$ cat src/rtl/ex_iter_pkg.sv
// Shared definitions for the execute stage: widths, RV32I opcode and funct3
// encodings, write-back constants, shifter FSM states and a 1-bit shift helper.
package ex_iter_pkg;

  localparam int XLEN    = 32;
  localparam int SHAMT_W = 5;

  typedef logic [XLEN-1:0] reg_bus_t;
  typedef logic [6:0]      alu_op_t;
  typedef logic [2:0]      alu_funct3_t;
  typedef logic [6:0]      alu_funct7_t;
  typedef logic [4:0]      reg_addr_t;

  // RV32I major opcodes
  localparam alu_op_t OP     = 7'b0110011;
  localparam alu_op_t OP_IMM = 7'b0010011;
  localparam alu_op_t LUI    = 7'b0110111;
  localparam alu_op_t AUIPC  = 7'b0010111;
  localparam alu_op_t JAL    = 7'b1101111;
  localparam alu_op_t JALR   = 7'b1100111;

  // funct3 for OP / OP-IMM
  localparam alu_funct3_t F3_ADD_SUB = 3'b000;
  localparam alu_funct3_t F3_SLL     = 3'b001;
  localparam alu_funct3_t F3_SLT     = 3'b010;
  localparam alu_funct3_t F3_SLTU    = 3'b011;
  localparam alu_funct3_t F3_XOR     = 3'b100;
  localparam alu_funct3_t F3_SR      = 3'b101;
  localparam alu_funct3_t F3_OR      = 3'b110;
  localparam alu_funct3_t F3_AND     = 3'b111;

  localparam reg_bus_t  ZERO_WORD     = '0;
  localparam logic      RST_ENABLE    = 1'b1;
  localparam logic      WRITE_ENABLE  = 1'b1;
  localparam logic      WRITE_DISABLE = 1'b0;
  localparam reg_addr_t NOP_REG_ADDR  = 5'd0;

  typedef enum logic {
    S_IDLE  = 1'b0,
    S_SHIFT = 1'b1
  } shift_state_e;

  // One step of the iterative shifter: right (dir=1) or left (dir=0);
  // arithmetic right shifts replicate the sign bit.
  function automatic reg_bus_t shift1(reg_bus_t v, logic dir, logic arith);
    if (dir) return {arith & v[XLEN-1], v[XLEN-1:1]};
    return {v[XLEN-2:0], 1'b0};
  endfunction

endpackage

$ cat src/rtl/ex_iter_if.sv
// ID/EX -> EX -> EX/MEM signal bundle. The master side is the pipeline
// (ID/EX register, branch unit, EX/MEM register, ctrl); the slave side is ex_iter.
interface ex_iter_if;
  import ex_iter_pkg::*;

  reg_bus_t    ex_pc;
  alu_op_t     ex_aluop;
  alu_funct3_t ex_alufunct3;
  alu_funct7_t ex_alufunct7;
  reg_bus_t    ex_reg1;
  reg_bus_t    ex_reg2;
  reg_bus_t    ex_imm;
  logic        ex_wreg;
  reg_addr_t   ex_wd;
  logic        flush_i;

  reg_addr_t   wd_o;
  logic        wreg_o;
  reg_bus_t    wdata_o;
  logic        stallreq_o;

  modport master (
    output ex_pc, ex_aluop, ex_alufunct3, ex_alufunct7,
           ex_reg1, ex_reg2, ex_imm, ex_wreg, ex_wd, flush_i,
    input  wd_o, wreg_o, wdata_o, stallreq_o
  );

  modport slave (
    input  ex_pc, ex_aluop, ex_alufunct3, ex_alufunct7,
           ex_reg1, ex_reg2, ex_imm, ex_wreg, ex_wd, flush_i,
    output wd_o, wreg_o, wdata_o, stallreq_o
  );

endinterface

$ cat src/rtl/ex_shift_iter.sv
// Bit-serial shifter: one bit per cycle. A start with nonzero shamt in IDLE
// performs the first step immediately, so a shift by k finishes k cycles later
// (done_o high for one cycle with result_o valid). flush_i abandons the shift.
module ex_shift_iter
  import ex_iter_pkg::*;
(
  input  logic               clk,
  input  logic               rst,
  input  logic               flush_i,
  input  logic               start_i,
  input  logic               dir_i,
  input  logic               arith_i,
  input  logic [SHAMT_W-1:0] shamt_i,
  input  reg_bus_t           op_i,
  output logic               busy_o,
  output logic               done_o,
  output reg_bus_t           result_o
);

  shift_state_e       state_q;
  reg_bus_t           acc_q;
  logic [SHAMT_W-1:0] cnt_q;
  logic               arith_q;
  logic               dir_q;

  logic idle;
  logic launch;
  logic cnt_zero;

  assign idle     = (state_q == S_IDLE);
  assign cnt_zero = (cnt_q == '0);
  assign launch   = idle && start_i && (shamt_i != '0);

  assign busy_o   = !flush_i && (launch || (!idle && !cnt_zero));
  assign done_o   = !flush_i && !idle && cnt_zero;
  assign result_o = acc_q;

  // Shifter FSM: launch with the first step, then step until cnt reaches zero.
  always_ff @(posedge clk) begin
    if (rst == RST_ENABLE) begin
      // NOTE: the accumulator is cleared too so a reset mid-shift leaves no stale data visible as result_o.
      state_q <= S_IDLE;
      acc_q   <= ZERO_WORD;
      cnt_q   <= '0;
      arith_q <= 1'b0;
      dir_q   <= 1'b0;
    end else if (flush_i) begin
      state_q <= S_IDLE;
      cnt_q   <= '0;
    end else begin
      // NOTE: non-blocking assignments so every register samples pre-edge values, whatever the statement order.
      unique case (state_q)
        S_IDLE: begin
          if (launch) begin
            acc_q   <= shift1(op_i, dir_i, arith_i);
            cnt_q   <= shamt_i - SHAMT_W'(1);
            arith_q <= arith_i;
            dir_q   <= dir_i;
            state_q <= S_SHIFT;
          end
        end
        S_SHIFT: begin
          if (!cnt_zero) begin
            acc_q <= shift1(acc_q, dir_q, arith_q);
            cnt_q <= cnt_q - SHAMT_W'(1);
          end else begin
            state_q <= S_IDLE;
          end
        end
        default: state_q <= S_IDLE;
      endcase
    end
  end

endmodule

$ cat src/rtl/ex_iter.sv
// RV32I execute stage. Single-cycle ALU results plus an iterative shifter that
// stalls upstream while it runs. Define EX_BARREL_SHIFT_EN to replace the
// iterative shifter with a combinational barrel shifter (never stalls).
module ex_iter
  import ex_iter_pkg::*;
(
  input logic   clk,
  input logic   rst,
  ex_iter_if.slave bus
);

  logic               is_op;
  logic               is_opimm;
  logic               is_shift;
  logic               shift_right;
  logic               shift_arith;
  logic [SHAMT_W-1:0] shamt;
  reg_bus_t           op1;
  reg_bus_t           op2;
  reg_bus_t           shift_res;
  reg_bus_t           alu_res;
  logic               alu_wr;

  logic               shift_busy;
  logic               shift_done;
  reg_bus_t           shift_result;

  assign is_op       = (bus.ex_aluop == OP);
  assign is_opimm    = (bus.ex_aluop == OP_IMM);
  assign op1         = bus.ex_reg1;
  assign op2         = is_op ? bus.ex_reg2 : bus.ex_imm;
  assign shamt       = op2[SHAMT_W-1:0];
  assign shift_right = (bus.ex_alufunct3 == F3_SR);
  assign shift_arith = bus.ex_alufunct7[5];
  assign is_shift    = (is_op || is_opimm) &&
                       ((bus.ex_alufunct3 == F3_SLL) || (bus.ex_alufunct3 == F3_SR));

  logic unused_funct7;
  assign unused_funct7 = ^{bus.ex_alufunct7[6], bus.ex_alufunct7[4:0]};

`ifdef EX_BARREL_SHIFT_EN
  logic signed [XLEN-1:0] op1_s;
  assign op1_s = op1;

  // Barrel shifter: full result in the same cycle.
  always_comb begin
    if (!shift_right)     shift_res = op1 << shamt;
    else if (shift_arith) shift_res = op1_s >>> shamt;
    else                  shift_res = op1 >> shamt;
  end

  assign shift_busy   = 1'b0;
  assign shift_done   = 1'b0;
  assign shift_result = ZERO_WORD;

  logic unused_clk;
  assign unused_clk = clk;
`else
  // In IDLE the ALU path only reaches a shift when shamt is zero: result is op1.
  assign shift_res = op1;

  ex_shift_iter u_shift (
    .clk      (clk),
    .rst      (rst),
    .flush_i  (bus.flush_i),
    .start_i  (is_shift),
    .dir_i    (shift_right),
    .arith_i  (shift_arith),
    .shamt_i  (shamt),
    .op_i     (op1),
    .busy_o   (shift_busy),
    .done_o   (shift_done),
    .result_o (shift_result)
  );
`endif

  // Single-cycle ALU: result and whether the opcode writes a register.
  always_comb begin
    // NOTE: defaults first so every path assigns every output and no latch is inferred.
    alu_res = ZERO_WORD;
    alu_wr  = WRITE_DISABLE;
    unique case (bus.ex_aluop)
      OP, OP_IMM: begin
        alu_wr = WRITE_ENABLE;
        unique case (bus.ex_alufunct3)
          F3_ADD_SUB: alu_res = (is_op && bus.ex_alufunct7[5]) ? op1 - op2 : op1 + op2;
          F3_SLT:     alu_res = {{(XLEN-1){1'b0}}, ($signed(op1) < $signed(op2))};
          F3_SLTU:    alu_res = {{(XLEN-1){1'b0}}, (op1 < op2)};
          F3_XOR:     alu_res = op1 ^ op2;
          F3_OR:      alu_res = op1 | op2;
          F3_AND:     alu_res = op1 & op2;
          F3_SLL,
          F3_SR:      alu_res = shift_res;
          default:    alu_res = ZERO_WORD;
        endcase
      end
      LUI:       begin alu_wr = WRITE_ENABLE; alu_res = bus.ex_imm; end
      AUIPC:     begin alu_wr = WRITE_ENABLE; alu_res = bus.ex_pc + bus.ex_imm; end
      JAL, JALR: begin alu_wr = WRITE_ENABLE; alu_res = bus.ex_pc + 32'd4; end
      default:   begin alu_wr = WRITE_DISABLE; alu_res = ZERO_WORD; end
    endcase
  end

  // Write-back tuple and stall request: reset > flush > shift busy > shift done > ALU.
  always_comb begin
    bus.wd_o       = bus.ex_wd;
    bus.wreg_o     = alu_wr ? bus.ex_wreg : WRITE_DISABLE;
    bus.wdata_o    = alu_res;
    bus.stallreq_o = 1'b0;
    if (rst == RST_ENABLE) begin
      bus.wd_o    = NOP_REG_ADDR;
      bus.wreg_o  = WRITE_DISABLE;
      bus.wdata_o = ZERO_WORD;
    end else if (bus.flush_i) begin
      bus.wreg_o  = WRITE_DISABLE;
      bus.wdata_o = ZERO_WORD;
    end else if (shift_busy) begin
      bus.wreg_o     = WRITE_DISABLE;
      bus.wdata_o    = ZERO_WORD;
      bus.stallreq_o = 1'b1;
    end else if (shift_done) begin
      bus.wreg_o  = bus.ex_wreg;
      bus.wdata_o = shift_result;
    end
  end

endmodule

$ cat src/flat_wrapper.sv
// flat-port wrapper written by rule: the top's interface ports become plain ports
module ex_iter_flat import ex_iter_pkg::*;
  (clk, rst, bus_ex_pc, bus_ex_aluop, bus_ex_alufunct3, bus_ex_alufunct7, bus_ex_reg1, bus_ex_reg2, bus_ex_imm, bus_ex_wreg, bus_ex_wd, bus_flush_i, bus_wd_o, bus_wreg_o, bus_wdata_o, bus_stallreq_o);
  ex_iter_if bus_i ();
  input logic clk;
  input logic rst;
  input wire logic [$bits(bus_i.ex_pc)-1:0] bus_ex_pc;
  input wire logic [$bits(bus_i.ex_aluop)-1:0] bus_ex_aluop;
  input wire logic [$bits(bus_i.ex_alufunct3)-1:0] bus_ex_alufunct3;
  input wire logic [$bits(bus_i.ex_alufunct7)-1:0] bus_ex_alufunct7;
  input wire logic [$bits(bus_i.ex_reg1)-1:0] bus_ex_reg1;
  input wire logic [$bits(bus_i.ex_reg2)-1:0] bus_ex_reg2;
  input wire logic [$bits(bus_i.ex_imm)-1:0] bus_ex_imm;
  input wire logic [$bits(bus_i.ex_wreg)-1:0] bus_ex_wreg;
  input wire logic [$bits(bus_i.ex_wd)-1:0] bus_ex_wd;
  input wire logic [$bits(bus_i.flush_i)-1:0] bus_flush_i;
  output wire logic [$bits(bus_i.wd_o)-1:0] bus_wd_o;
  output wire logic [$bits(bus_i.wreg_o)-1:0] bus_wreg_o;
  output wire logic [$bits(bus_i.wdata_o)-1:0] bus_wdata_o;
  output wire logic [$bits(bus_i.stallreq_o)-1:0] bus_stallreq_o;
  assign bus_i.ex_pc = bus_ex_pc;
  assign bus_i.ex_aluop = bus_ex_aluop;
  assign bus_i.ex_alufunct3 = bus_ex_alufunct3;
  assign bus_i.ex_alufunct7 = bus_ex_alufunct7;
  assign bus_i.ex_reg1 = bus_ex_reg1;
  assign bus_i.ex_reg2 = bus_ex_reg2;
  assign bus_i.ex_imm = bus_ex_imm;
  assign bus_i.ex_wreg = bus_ex_wreg;
  assign bus_i.ex_wd = bus_ex_wd;
  assign bus_i.flush_i = bus_flush_i;
  assign bus_wd_o = bus_i.wd_o;
  assign bus_wreg_o = bus_i.wreg_o;
  assign bus_wdata_o = bus_i.wdata_o;
  assign bus_stallreq_o = bus_i.stallreq_o;
  ex_iter u_core (.clk(clk), .rst(rst), .bus(bus_i));
endmodule
$ cat config.mk
export PLATFORM = sky130hd
export DESIGN_NAME = ex_iter_flat
export DESIGN_NICKNAME = d
export VERILOG_FILES = /design/src/rtl/ex_iter_pkg.sv /design/src/rtl/ex_iter_if.sv /design/src/rtl/ex_shift_iter.sv /design/src/rtl/ex_iter.sv /design/src/flat_wrapper.sv
export SDC_FILE = /design/constraint.sdc
export NUM_CORES = 1
export LEC_CHECK = 0
export ABC_CLOCK_PERIOD_IN_PS = 7900
export BUFFER_PORTS_ARGS = -buffer_cell sky130_fd_sc_hd__clkbuf_2
export CORE_MARGIN = 2
export CORE_UTILIZATION = 55
export CTS_CLUSTER_DIAMETER = 200
export DETAILED_ROUTE_END_ITERATION = 16
export PLACE_DENSITY = 0.78
export SLEW_MARGIN = 10
export SYNTH_ARGS = -nofsm -noshare
export SYNTH_HDL_FRONTEND = slang
export SYNTH_SLANG_ARGS = --single-unit
$ cat constraint.sdc
create_clock -name clk -period 7.9 [get_ports clk]
set_input_delay 1.185 -clock clk [delete_from_list [all_inputs] [get_ports clk]]
set_output_delay 1.185 -clock clk [all_outputs]
set_load 0.05 [all_outputs]
; ---- Word-level counts from Yosys, hierarchy flattened
; Index checks and enable logic that the tools add are counted.
[word_totals]
reg_bits = 40
input_bits = 154
elab_cells = 100
output_inout_bits = 39
[op_classes]
n_mux = 41
add_sub_neg = 6
bitwise = 7
n_reduce_logical = 24
eq_ne = 15
n_lt_le_gt_ge = 2
[op_table]
columns = operator, count
row1 = 32-bit 2-to-1 mux, 12
row2 = 32-bit one-hot mux with 7 select lines, 1
row3 = 32-bit one-hot mux with 4 select lines, 1
row4 = 32-bit adder, 2
row5 = 32-bit < comparator, 2
row6 = 32-bit one-hot mux with 2 select lines, 1
row7 = 32-bit by 3-bit adder with 32-bit output (second input constant), 1
row8 = 32-bit bitwise AND, 1
row9 = 32-bit bitwise OR, 1
row10 = 32-bit subtractor, 1
row11 = 32-bit XOR, 1
row12 = 1-bit 2-to-1 mux, 21
row13 = 5-bit 2-to-1 mux, 3
row14 = 7-bit by 5-bit equality test with 1-bit output (second input constant), 2
row15 = 7-bit by 6-bit equality test with 1-bit output (second input constant), 2
row16 = 7-bit equality test (second input constant), 2
row17 = 3-bit equality test (second input constant), 4
row18 = 5-bit one-hot mux with 2 select lines, 1
row19 = 5-bit by 1-bit subtractor with 5-bit output (second input constant), 2
row20 = 1-bit logical AND, 8
row21 = 2-bit OR reduction, 4
row22 = 3-bit by 2-bit equality test with 1-bit output (second input constant), 2
row23 = 3-bit AND reduction, 2
row24 = 6-bit OR reduction, 1
row25 = other kinds (12), 17

; ---- Logic depth before layout (Yosys ltp)
[depth]
ltp_word = 12
mapped_depth = 18
ltp_nobuf = 16

; ---- Cells and area by module
; From an unflattened synthesis, not the netlist that was laid out.
[hier_totals]
hier_cells = 1674
hier_area_um2 = 11842.6
[by_module_without_submodules]
columns = mod, area_each_um2, seq_area_each_um2, cells_each, instances
row1 = ex_iter, 8893.5, 0.0, 1352, 1
row2 = ex_shift_iter, 2949.1, 800.8, 322, 1

; ---- Worst setup path after synthesis
; OpenSTA, ideal clock, no wires.
[synth_path]
kind = input to output
startpoint = input port bus_ex_aluop[3]
endpoint = output port bus_wdata_o[31]
t_arrival_ns = 6.083
path_buffers = 3
t_required_ns = 6.715
cell_stages = 18
setup_slack_ns = 0.632
path_cell_list = nand4b_1 > nor4b_4 > clkbuf_1 > clkbuf_1 > mux2_2 > inv_1 > ha_1 > clkbuf_1 > nor4_1 > o31ai_1 > nand3_1 > nand3_1 > o21ai_0 > a41oi_1 > o41ai_1 > a21oi_1 > mux2i_1 > o31ai_1
[synth_between]
elab_chain_cells = 10
elab_cells_between_ends = 29
classes_between = add/sub (2) / eq/ne (6) / mux (8) / bitwise (3) / reduce/logical (10)
[synth_rtl]
columns = element, line
row1 = from (decl), flat_wrapper.sv:8  ; input wire logic [$bits(bus_i.ex_aluop)-1:0] bus_ex_aluop;
row2 = 7-bit by 6-bit equality test with 1-bit output / 7-bit by 5-bit equality test with 1-bit output (equally long branches), "ex_iter.sv:28, ex_iter.sv:82, ex_iter.sv:29"
row3 = 32-bit 2-to-1 mux / 1-bit logical OR (equally long branches), "ex_iter.sv:31, ex_iter.sv:35"
row4 = 32-bit adder (tied with other cells), ex_iter.sv:86  ; F3_ADD_SUB: alu_res = (is_op && bus.ex_alufunct7[5]) ? op1 - op2 : op1 + op2;
row5 = 32-bit 2-to-1 mux / 1-bit logical AND (equally long branches), "ex_iter.sv:86, ex_shift_iter.sv:32"
row6 = 32-bit one-hot mux with 7 select lines / 1-bit logical AND (equally long branches), "ex_iter.sv:85, ex_shift_iter.sv:32"
row7 = 32-bit one-hot mux with 4 select lines / 1-bit logical OR (equally long branches), "ex_iter.sv:82, ex_shift_iter.sv:34"
row8 = 32-bit 2-to-1 mux / 1-bit logical AND (equally long branches), "ex_iter.sv:121, ex_shift_iter.sv:34"
row9 = 32-bit 2-to-1 mux (*), ex_iter.sv:117  ; end else if (shift_busy) begin
row10 = 32-bit 2-to-1 mux (*), ex_iter.sv:114  ; end else if (bus.flush_i) begin
row11 = 32-bit 2-to-1 mux (*), ex_iter.sv:110  ; if (rst == RST_ENABLE) begin
row12 = to (decl), flat_wrapper.sv:19  ; output wire logic [$bits(bus_i.wdata_o)-1:0] bus_wdata_o;
; Mark *: on every way between the ends. The rest lies on a longest branch, timed or not.

; ---- Final worst setup path
[layout_path]
startpoint = input port bus_ex_aluop[3]
endpoint = output port bus_wdata_o[0]
; The elaborated chain is that of the path after synthesis.

==> impl_results.rst <==
.. list-table::
   :header-rows: 1

   * - Metric
     - Value
   * - Unrepaired setup endpoints after global routing
     - false
   * - Register bit total from synthesis
     - 40
   * - Chip Height
     - 146.7 um
   * - Via-per-instance ratio
     - approximately 6.6
   * - Synthesized-area fraction occupied by xor and xnor cells
     - 0.06335
   * - I/O pin count
     - around 190
   * - Ratio of cells with drive above 1 in the final layout
     - 0.1612
   * - Iter 0 DRT Violations
     - 1588
   * - Setup clock skew after layout
     - around 4.3 ps
   * - Synthesized Nets
     - between 1500 and 2000
   * - Maximum level of the CTS H-tree
     - 2
   * - Count of final hold-check violations
     - 0
   * - Endpoint with the worst hold slack
     - u_core.u_shift.cnt_q[1]
   * - Average wire length per cell after detail routing
     - between 20 and 25 um
   * - Run status
     - finished clean
   * - Critical path endpoint category
     - primary output
   * - Vias in the first global route
     - 11670
   * - Slowest stage cell on the critical path
     - sky130_fd_sc_hd__nor4b_4
   * - Leakage power total
     - 5.192 nW
   * - Post-synthesis share of cell area spent on and, or, nand and nor gates
     - 0.2017
   * - Post-synthesis cell count
     - 1644
   * - Post-CTS Setup Repair Bufs
     - 0
   * - Post-Syn Area
     - 11200 um^2
   * - Clock Tree Root
     - sky130_fd_sc_hd__clkbuf_16
   * - Core region area
     - around 20000 um^2
   * - Compound-gate portion of the synthesized area
     - 0.3619
   * - Post-DP HPWL
     - 33.28 mm
   * - GR Overflow Total
     - 0
   * - Largest incremental delay on the critical path
     - ~650 ps
   * - Worst reg2reg path endpoint
     - u_core.u_shift.cnt_q[2]
   * - Crit-path cells
     - clkbuf_2, nand4b_1, nor4b_4, buf_4, mux2_2, inv_1, ha_1, inv_1, a21oi_1, o31ai_1, a221oi_1, o221ai_1, a31oi_1, a21oi_1, nor3_1, a2111oi_0, buf_4, o21ai_0, clkbuf_2
   * - Max-slew headroom
     - 0.2031
   * - DIE AREA
     - about 22000 um^2
   * - Peak supply drop
     - between 90 and 100 uV
   * - Drt total wl
     - roughly 42 mm
   * - Power density cells
     - 90.06 nW/um^2
   * - Initial core utilization
     - 0.5570
   * - Die width
     - 146.7 um
   * - Class of the most critical hold timing path
     - reg -> reg
   * - Prevailing post-synth register cell
     - sky130_fd_sc_hd__dfxtp_1
   * - CTS tree
     - yes
   * - Portion of netlist area occupied by mux cells
     - 0.07229
   * - Average size of a mapped cell
     - approximately 6.8 um^2
   * - Pins over their slew limit
     - 0
   * - EDFF count, synth
     - 0
   * - Synth cell types
     - 89
   * - Count of cells along the worst register-to-register path
     - 7
   * - GRT Overall Usage
     - 0.3714
   * - IO buf count
     - 186
   * - Placed instance area
     - between 10000 and 15000 um^2
   * - Synthesis Warnings
     - 0
   * - Proportion of synthesized flip-flops having asynchronous set or reset
     - 0
   * - Worst setup slack after placement
     - between 400 and 500 ps
   * - Startpoint of the lowest-slack register-to-register path
     - u_core.u_shift.state_q
   * - Maximum Capacitance Violations
     - 0
   * - Floorplan row count
     - 52
   * - Critical Path Start Type
     - input pin
   * - Leading area contributor after synthesis
     - sky130_fd_sc_hd__ha_1
   * - Total Power Consumption
     - 1.113 mW
   * - Clock transition at the registers of the reported paths
     - 60 ps
   * - F_max
     - 133.0 MHz
   * - ANT nets after route
     - 0
   * - Most repeated cell in the gate-level netlist after synthesis
     - sky130_fd_sc_hd__nor2_1
   * - Residual DRC
     - 0
   * - Area delta synth->final
     - 10.39%
   * - Clock network latency to the later pin of the worst-skew pair
     - 290 ps
   * - Post-layout nets
     - 2035
   * - Number of standard cells in the final layout excluding fillers
     - just over 2000
   * - Crit path DAT
     - between 6000 and 7000 ps
   * - Gpl congestion
     - 0.9783
   * - Worst Hold Launch
     - u_core.u_shift.cnt_q[1]
   * - Final non-filler cell area
     - 12360 um^2
   * - CTS Buf Count
     - 5
   * - Worst reg2reg setup slack
     - 5020 ps
   * - Final Cycle Share
     - 0.9517
   * - Depth of the worst hold-timing path
     - 2
   * - Critical path required time
     - 6710 ps
   * - Count of vias placed by the detailed router
     - 13370
   * - Hold_buf cts
     - 0
   * - Wire length of the first global-routing pass
     - 64.31 mm
   * - Filler cell count in the final layout
     - 1944
   * - Largest family of logic cells by synthesized area
     - compound AO/OA/AOI/OAI gates
   * - Area fraction of the dominant cell type after synthesis
     - 0.1453
   * - Sequential cell area fraction in the yosys report
     - 0.07151
   * - Setup-violating endpoint count in the final report
     - 0
   * - Commonest cells in the netlist
     - sky130_fd_sc_hd__nor2_1 (194), sky130_fd_sc_hd__a21oi_1 (186), sky130_fd_sc_hd__ha_1 (130)
   * - Setup slack of the critical path after layout
     - 381.4 ps
   * - Largest net degree at the start of global routing
     - 72
   * - Kind of critical path
     - in -> out
   * - Cell types occupying the most area after synthesis
     - sky130_fd_sc_hd__ha_1 (15%), sky130_fd_sc_hd__a21oi_1 (8.3%), sky130_fd_sc_hd__dfxtp_1 (7.2%)
   * - Final period demand of the worst path
     - 7519 ps
   * - DR pass1 iterations
     - 8
   * - Total Negative Setup Slacks
     - 0 ps
   * - Resize count post-CTS
     - 0
   * - Max Fanout on Critical Path
     - 17
   * - Max Buffers Root-to-Sink
     - 2
   * - Adder-cell share of the synthesized area
     - 0.1506
   * - Antenna violations before repair
     - 1
   * - Transition at the pin with the smallest max-transition slack
     - 1195 ps
   * - Post-placement cell count
     - 2011
   * - Sink count of the clock tree
     - 40
## cell families (layout without fill, tap and decap cells)
| family | Yosys count | count (layout) |
|---|---|---|
| muxes | 77 | 77 |
| AOI/OAI and AO/OA | 616 | 616 |
| adders and majority gates | 133 | 133 |
| xor gates and xnor gates | 81 | 81 |
| and+or+nand+nor | 480 | 480 |
| DFF | 40 | 40 |
| buffers and inverters | 217 | 322 |
| other | 0 | 1 |
## power breakdown
part	switching (mW)	total (mW)	internal, mW	leakage [nW]
Clock	0.0846	0.251	0.166	0.0901
Combinational	0.411	0.660	0.249	4.78
Sequential	0.000317	0.202	0.202	0.323
## cells in the final DEF, fill, tap and decap left out, types with 20 or more instances in the layout
cell type | netlist | layout
sky130_fd_sc_hd__nor2_1 | 194 | 194
sky130_fd_sc_hd__a21oi_1 | 186 | 186
sky130_fd_sc_hd__clkbuf_2 | 0 | 186
sky130_fd_sc_hd__ha_1 | 130 | 130
sky130_fd_sc_hd__inv_1 | 103 | 103
sky130_fd_sc_hd__nand2_1 | 98 | 98
sky130_fd_sc_hd__o21ai_0 | 87 | 87
sky130_fd_sc_hd__a211oi_1 | 75 | 75
sky130_fd_sc_hd__o22ai_1 | 64 | 64
sky130_fd_sc_hd__xnor2_1 | 58 | 58
sky130_fd_sc_hd__mux2i_1 | 46 | 46
sky130_fd_sc_hd__nand3_1 | 46 | 46
sky130_fd_sc_hd__dfxtp_1 | 40 | 38
sky130_fd_sc_hd__mux2_2 | 31 | 31
sky130_fd_sc_hd__o211ai_1 | 27 | 27
sky130_fd_sc_hd__buf_4 | 4 | 24
sky130_fd_sc_hd__nor3_1 | 25 | 23
sky130_fd_sc_hd__a21o_1 | 23 | 23
sky130_fd_sc_hd__xor2_1 | 23 | 23
sky130_fd_sc_hd__and3_1 | 20 | 20
## worst max path at each step
stage	from	to	slack [ps]	cells after the start
2_1_floorplan	bus_ex_aluop[3]	bus_wdata_o[31]	630	18
3_3_place_gp	bus_ex_aluop[3]	bus_wdata_o[21]	550	18
3_5_place_dp	bus_ex_aluop[3]	bus_wdata_o[0]	460	19
4_1_cts	bus_ex_aluop[3]	bus_wdata_o[0]	450	19
5_1_grt	bus_ex_aluop[3]	bus_wdata_o[24]	30	18
6_report	bus_ex_aluop[3]	bus_wdata_o[0]	380	19
## cell type report
| type | instances | area [um^2] | share of cell area |
|---|---|---|---|
| tap | 270 | 337.8 | 0.02733 |
| multi-input combinational | 1387 | 9534 | 0.7713 |
| timing repair buffer | 210 | 1111 | 0.08988 |
| inverter | 104 | 390.4 | 0.03158 |
| antenna | 1 | 2.502 | 0.0002024 |
| sequential | 40 | 803.3 | 0.06498 |
| clock inverter | 1 | 30.03 | 0.002429 |
| clock buffer | 7 | 152.6 | 0.01235 |
## metrics by stage
step,utilization,hold slack [ps]
finish,0.6149,492.9
global route,0.6149,516.9
CTS,0.6148,490.2
detailed placement,0.6057,481.7
global placement,0.6057,467.1
floorplan,-,448.2
## routing by layer
| metal | vias to the layer above | wire [um] | part of all wire | GRT usage |
|---|---|---|---|---|
| li1 | 6287 | - | - | - |
| met1 | 6180 | 18300 | 0.43 | 0.5630 |
| met2 | 849 | 17380 | 0.41 | 0.5369 |
| met3 | 57 | 5445 | 0.13 | 0.06584 |
| met4 | 0 | 1056 | 0.025 | 0.09563 |
| met5 | - | 0 | 0 | 0 |
## state kept, by name (all words and copies together), names as in the netlist
signal / flops
u_core.u_shift.cnt_q: 5
u_core.u_shift.result_o: 32
u_core.u_shift.state_q: 1
u_core.u_shift.dir_q: 1
u_core.u_shift.arith_q: 1
## critical path: cells and delay by family
family          cells  cell delay [ps]
compound gates      8             1920
mux                 1              440
simple gates        3             1150
fa+ha+maj           1              360
buf+inv             6             1270
No activity file was read; power rests on OpenSTA's default activity.
